<file path="src/rtl/pcie_phy_pkg.sv">
// Symbol-level constants and types shared by the transmit serializer and
// the receive-side aligner.
package pcie_phy_pkg;

    localparam int SYM_BITS  = 8;
    localparam int BIT_CNT_W = $clog2(SYM_BITS);

    typedef logic [SYM_BITS-1:0] sym_t;

    localparam sym_t K_COM = 8'hBC;

    // Which symbol enters the shift register at a load edge.
    typedef enum logic [1:0] {
        LOAD_SYNC,
        LOAD_DATA,
        LOAD_IDLE
    } load_sel_e;

endpackage

</file>
<file path="src/rtl/par_serial_8_1.sv">
// Byte-to-serial transmit stage: sends a COM sync burst after reset, then one
// byte per symbol slot MSB first, filling empty slots with COM.
module par_serial_8_1 #(
    parameter int                                SYNC_COMS = 4,
    parameter logic [pcie_phy_pkg::SYM_BITS-1:0] K_COM     = pcie_phy_pkg::K_COM
) (
    input  logic                                clk_32f,
    input  logic                                reset,
    input  logic [pcie_phy_pkg::SYM_BITS-1:0]   data_in,
    input  logic                                valid_in,
    output logic                                ready_in,
    output logic                                data_out,
    output logic                                sym_start,
    output logic                                valid_out,
    output logic                                synced
);

    localparam int SYM_BITS  = pcie_phy_pkg::SYM_BITS;
    localparam int BIT_CNT_W = pcie_phy_pkg::BIT_CNT_W;

    localparam logic [BIT_CNT_W-1:0] LAST_BIT    = '1;
    localparam logic [BIT_CNT_W-1:0] BIT_STEP    = BIT_CNT_W'(1);
    localparam logic [3:0]           SYNC_TARGET = 4'(SYNC_COMS);
    localparam logic [3:0]           COM_STEP    = 4'd1;

    logic [SYM_BITS-1:0]    r_shr;
    logic [BIT_CNT_W-1:0]   r_bit_cnt;
    logic [3:0]             r_com_cnt;
    logic                   r_is_data;
    logic                   r_sym_start;

    logic                   w_load;
    logic                   w_synced;
    pcie_phy_pkg::load_sel_e w_load_sel;

    assign w_load   = (r_bit_cnt == LAST_BIT);
    // com_cnt only counts while below the target, so equality is sticky.
    assign w_synced = (r_com_cnt == SYNC_TARGET);

    // NOTE: every always_comb output gets a default first so no path can infer a latch.
    always_comb begin
        w_load_sel = pcie_phy_pkg::LOAD_IDLE;
        if (r_com_cnt < SYNC_TARGET) begin
            w_load_sel = pcie_phy_pkg::LOAD_SYNC;
        end else if (valid_in) begin
            w_load_sel = pcie_phy_pkg::LOAD_DATA;
        end
    end

    // NOTE: sequential state uses non-blocking assignments so every register samples pre-edge values.
    always_ff @(posedge clk_32f) begin
        if (reset) begin
            r_shr       <= '0;
            r_bit_cnt   <= LAST_BIT;
            r_com_cnt   <= '0;
            r_is_data   <= 1'b0;
            r_sym_start <= 1'b0;
        end else if (w_load) begin
            r_bit_cnt   <= '0;
            r_sym_start <= 1'b1;
            case (w_load_sel)
                pcie_phy_pkg::LOAD_SYNC: begin
                    r_shr     <= K_COM;
                    r_is_data <= 1'b0;
                    r_com_cnt <= r_com_cnt + COM_STEP;
                end
                pcie_phy_pkg::LOAD_DATA: begin
                    r_shr     <= data_in;
                    r_is_data <= 1'b1;
                end
                default: begin
                    r_shr     <= K_COM;
                    r_is_data <= 1'b0;
                end
            endcase
        end else begin
            r_shr       <= {r_shr[SYM_BITS-2:0], 1'b0};
            r_bit_cnt   <= r_bit_cnt + BIT_STEP;
            r_sym_start <= 1'b0;
        end
    end

    assign data_out  = r_shr[SYM_BITS-1];
    assign sym_start = r_sym_start;
    assign valid_out = r_is_data;
    assign synced    = w_synced;
    assign ready_in  = w_load && w_synced && !reset;

endmodule
</file>
<file path="config.mk">
export PLATFORM = sky130hd
export DESIGN_NAME = par_serial_8_1
export DESIGN_NICKNAME = d
export VERILOG_FILES = /design/src/rtl/pcie_phy_pkg.sv /design/src/rtl/par_serial_8_1.sv
export SDC_FILE = /design/constraint.sdc
export NUM_CORES = 1
export LEC_CHECK = 0
export CAP_MARGIN = 10
export CELL_PAD_IN_SITES_DETAIL_PLACEMENT = 1
export CELL_PAD_IN_SITES_GLOBAL_PLACEMENT = 1
export CORE_MARGIN = 3
export CORE_UTILIZATION = 28
export DETAILED_ROUTE_END_ITERATION = 8
export PLACE_DENSITY = 0.68
export SYNTH_ARGS = -nofsm -noshare
export SYNTH_HDL_FRONTEND = slang
export SYNTH_SLANG_ARGS = --single-unit
</file>
<file path="constraint.sdc">
create_clock -name clk_32f -period 1.7 [get_ports clk_32f]
set_input_delay 0.34 -clock clk_32f [delete_from_list [all_inputs] [get_ports clk_32f]]
set_output_delay 0.34 -clock clk_32f [all_outputs]
set_load 0.005 [all_outputs]
</file>
# Yosys cells after proc, flatten, opt, wreduce, memory -nomap -nowiden
# Cells that the tools add are included.
# Widths: inputs -> output; s select.
dict set report totals {
  ff_bits 17
  inputBits 11
  out_inout_bits 5
  word_cells 27
}
dict set report classes {
  addsub 2
  order_cmp 1
  n_eq_ne 3
  n_mux 7
  bitwise_logic 2
  n_reduce_logical 6
}
# op count
set ops {}
lappend ops {{$mux 8} 2}
lappend ops {{$add 4x1->4 const B} 1}
lappend ops {{$eq 4x3->1 const B} 1}
lappend ops {{$lt 4x3->1 const B} 1}
lappend ops {{$mux 2} 2}
lappend ops {{$add 3x1->3 const B} 1}
lappend ops {{$eq 3x3->1 const B} 1}
lappend ops {{$mux 3} 1}
lappend ops {{$reduce_or 3->1} 1}
lappend ops {{$eq 2x1->1 const B} 1}
lappend ops {{$logic_and 1x1->1} 2}
lappend ops {{$logic_not 2->1} 1}
lappend ops {{$mux 1} 2}
lappend ops {{$not 1->1} 2}
lappend ops {{$reduce_and 2->1} 1}
lappend ops {{$logic_not 1->1} 1}

# Longest topological paths before layout
dict set report logic_depth {
  ltp_word 5
  ltp_mapped 5
  ltp_nobuf 4
}

# Worst setup path after synthesis
# OpenSTA, ideal clock, no wires.
dict set report synth_timing {
  kind {register to output}
  start {reg r_bit_cnt[0]}
  end {out ready_in}
  t_arrival_ns 1.045
  t_required_ns 1.360
  setup_slack_ns 0.315
  path_stages_with_launch 5
  path_buffers 1
  path_cell_list {dfxtp_1 > ha_1 > ha_1 > buf_4 > and3b_1}
}
dict set report synth_via {
  elab_chain_cells 3
}
# item line
set synth_lines {}
lappend synth_lines {{from (decl)} par_serial_8_1.sv:27} ;# logic [BIT_CNT_W-1:0] r_bit_cnt;
lappend synth_lines {{from (signal assigned)} par_serial_8_1.sv:78} ;# r_bit_cnt <= r_bit_cnt + BIT_STEP;
lappend synth_lines {{$eq 3x3->1} par_serial_8_1.sv:36} ;# assign w_load = (r_bit_cnt == LAST_BIT);
lappend synth_lines {{$logic_and 1x1->1 (2 in a row)} par_serial_8_1.sv:87} ;# assign ready_in = w_load && w_synced && !reset;
lappend synth_lines {{to (decl)} par_serial_8_1.sv:11} ;# output logic ready_in,
# Every way passes these cells.

# Worst setup path after layout
dict set report layout_timing {
  start {reg r_com_cnt[0]}
  end {out ready_in}
}
dict set report layout_via {
  elab_chain_cells 3
}
# item line
set layout_lines {}
lappend layout_lines {{from (decl)} par_serial_8_1.sv:28} ;# logic [3:0] r_com_cnt;
lappend layout_lines {{from (signal assigned)} par_serial_8_1.sv:65} ;# r_com_cnt <= r_com_cnt + COM_STEP;
lappend layout_lines {{$eq 4x3->1} par_serial_8_1.sv:38} ;# assign w_synced = (r_com_cnt == SYNC_TARGET);
lappend layout_lines {{$logic_and 1x1->1 (2 in a row)} par_serial_8_1.sv:87}
# Every way passes these cells.

==> impl_metrics.tcl <==
set metrics [dict create \
    status "complete, no violations" \
    firstDrtPassIters 2 \
    cts_buffer_depth 2 \
    synth_top_family_by_area "simple AND/OR/NAND/NOR gates" \
    core_area_sq_um 2500 \
    grt_pass1_vias 613 \
    avgRoutedWirePerCell_um 12.5 \
    final_common_cell "dfxtp_1" \
    fin_cells 123 \
    gr-total-overflow 0 \
    final_max_slew_viol_count 0 \
    initial_core_util_pct 29.8 \
    final_cell_mix "dfxtp_1 (14), clkdlybuf4s50_1 (13), inv_1 (9), buf_4 (7), nor2_1 (6)" \
    final_nets 110 \
    worst_slack_ps 63.1 \
    synth-compound-area-share_pct 17.1 \
    muxShareOfSynthArea_pct 3.36 \
    ys_dominant_reg_cell "dfxtp_1" \
    synth-xor-area-share_pct 0 \
    crit_fanout 2 \
    clock_latency_ps 300 \
    finalSetupViolations 0 \
    cts_hold_buf 0 \
    ys_seq_area_share_pct 45.6 \
    routed_wl_um 1530 \
    power_density_nw_per_um2 978 \
    max_stage_delay_ps 350 \
    via_per_inst 4.59 \
    holdCritPathClass "reg2reg" \
    dp_cells 118 \
    synth-simple-area-share_pct 18.1 \
    port_buffers 15 \
    rows 18 \
    crit_chain "inv_2 > ha_2 > and3b_1 > and3b_1 > buf_2" \
    dp_hpwl_um 1130 \
    htreeDepth 1 \
    clk_pin_slew_worst_paths_ps 100 \
    crit_top_cell "and3b_1" \
    period_share_pct 96.3 \
    tns_ps 0 \
    drtIter0Drc 5 \
    yosys.area_share.adder_pct 8.39 \
    drc 0 \
    cts_tree "built" \
    grt_first_pass_wirelength_um 2640 \
    antenna_found_initial 0 \
    relSlewSlack_pct 80.3 \
    cpMaxStageDelayCell "dfxtp_2" \
    cts_root_buf "clkbuf_4" \
    place_area_sq_um 961 \
    period_needed_ps 1640 \
    ir_drop_v 0.000458 \
    pre_cts_slack_ps -115 \
    drive_gt1_share_pct 32.3 \
    synth.distinct_cells 20 \
    grt_max_degree 22 \
    final_area_sq_um 1000 \
    crit_type "reg2out" \
    end_kind "output port" \
    antenna_cells 0 \
    numCtsBuffers 3 \
    async_reset_ff_share_pct 0 \
    worst_slew_pin_slew_ps 294 \
    worstPathRequired_ps 1360 \
    die_area_sq_um 3320 \
    die_h_um 57.6 \
    syn_area_per_cell_sq_um 10.7 \
    critPathLaunchType "flip-flop" \
    yosysWarningCount 0 \
    die_w_um 57.6 \
    syn_inst 70 \
    vias 564 \
    ios 16 \
    syn-cell-area_sq_um 746 \
    finalClockSkew_ps 10.5 \
    postRouteAntennaNets 0 \
    synth_edf_count 0 \
    grt_usage_pct 10.9 \
    finalPower_mw 0.977 \
    place_congestion 0.656 \
    rsz0062_at_grt "false" \
    crit_arrival_ps 1300 \
    nFillCells 291 \
    synth_fp_nets 86 \
    hold_viol 0 \
    area_growth_pct 34.1 \
    maxCapViolCount 0 \
    power.leakage_nw 0.420 \
    cts.sinks 17 \
    ys_ff_latch 17 \
    fmaxAchievable_mhz 611 \
]
==> critical path: cells and delay by family, from the launching register on <==
kind | cells | cell delay (ps)
buf+inv | 2 | 150
fa+ha+maj | 1 | 160
flops | 1 | 350
simple gates | 2 | 330
==> synth_stat cells, types with 2 or more instances <==
master	count	area (sq um)
o32ai_1	2	17.5
nor2b_1	3	18.8
and3b_1	2	17.5
nand2b_1	5	31.3
buf_2	2	10.0
inv_1	10	37.5
nor2_1	6	22.5
a211oi_2	5	62.6
dfxtp_1	17	340
a21oi_1	2	10.0
or2_2	2	12.5
ha_1	5	62.6
nor3b_2	2	25.0
==> timing repair <==
item | 4_1_cts | 5_1_grt
setup buffers | 1 | 0
pin swaps | 0 | 1
setup endpoints to repair | 2 | 1
gates resized for setup | 7 | 5
==> flip-flops by register name, indices dropped and copies added (netlist names) <==
register   count
r_shr          8
r_com_cnt      4
r_bit_cnt      3
sym_start      1
valid_out      1
==> per-layer routing <==
metal	part of all wire [%]	vias to the layer above	track usage (%)
met1	42	264	11.9
met3	4.8	6	2.71
li1	-	278	-
met4	5.1	0	10.6
met2	48	16	16.9
met5	0	-	0
==> through the flow <==
stage	util, %	hold slack, ps
floorplan	-	413
global placement	38.4	423
detailed placement	38.4	445
CTS	40.0	437
global route	40.0	456
finish	40.0	429
==> path summary, 6_finish.rpt <==
path,slack [ps],depth (start not counted),start,to
max,60,5,r_com_cnt[0]$_SDFFE_PP0P_,ready_in
min,430,1,r_bit_cnt[0]$_SDFF_PP1_,r_bit_cnt[0]$_SDFF_PP1_
max reg2reg,220,6,r_bit_cnt[0]$_SDFF_PP1_,r_shr[7]$_SDFF_PP0_
min reg2reg,430,1,r_bit_cnt[0]$_SDFF_PP1_,r_bit_cnt[0]$_SDFF_PP1_
==> where the power goes <==
part | total, mW | switching (mW) | leakage (nW) | internal (mW)
registers | 0.479 | 0.0223 | 0.140 | 0.457
clock network | 0.223 | 0.132 | 0.0150 | 0.0915
logic | 0.275 | 0.118 | 0.264 | 0.157
total | 0.977 | 0.272 | 0.420 | 0.705
==> layout make-up <==
cell class / count / area, sq um / share of cell area (%)
inverter: 10 / 37.5 / 3.75
sequential: 17 / 344 / 34.4
clock buffer: 4 / 26.3 / 2.63
tap: 30 / 37.5 / 3.75
timing repair buffer: 22 / 196 / 19.6
multi-input combinational: 40 / 358 / 35.8
==> cell families after synthesis <==
kind of cell,after synthesis
fa+ha+maj,5
buf+inv,13
mux,2
flops,17
compound gates,12
simple gates,21
Power figures use the tool's default switching activity.
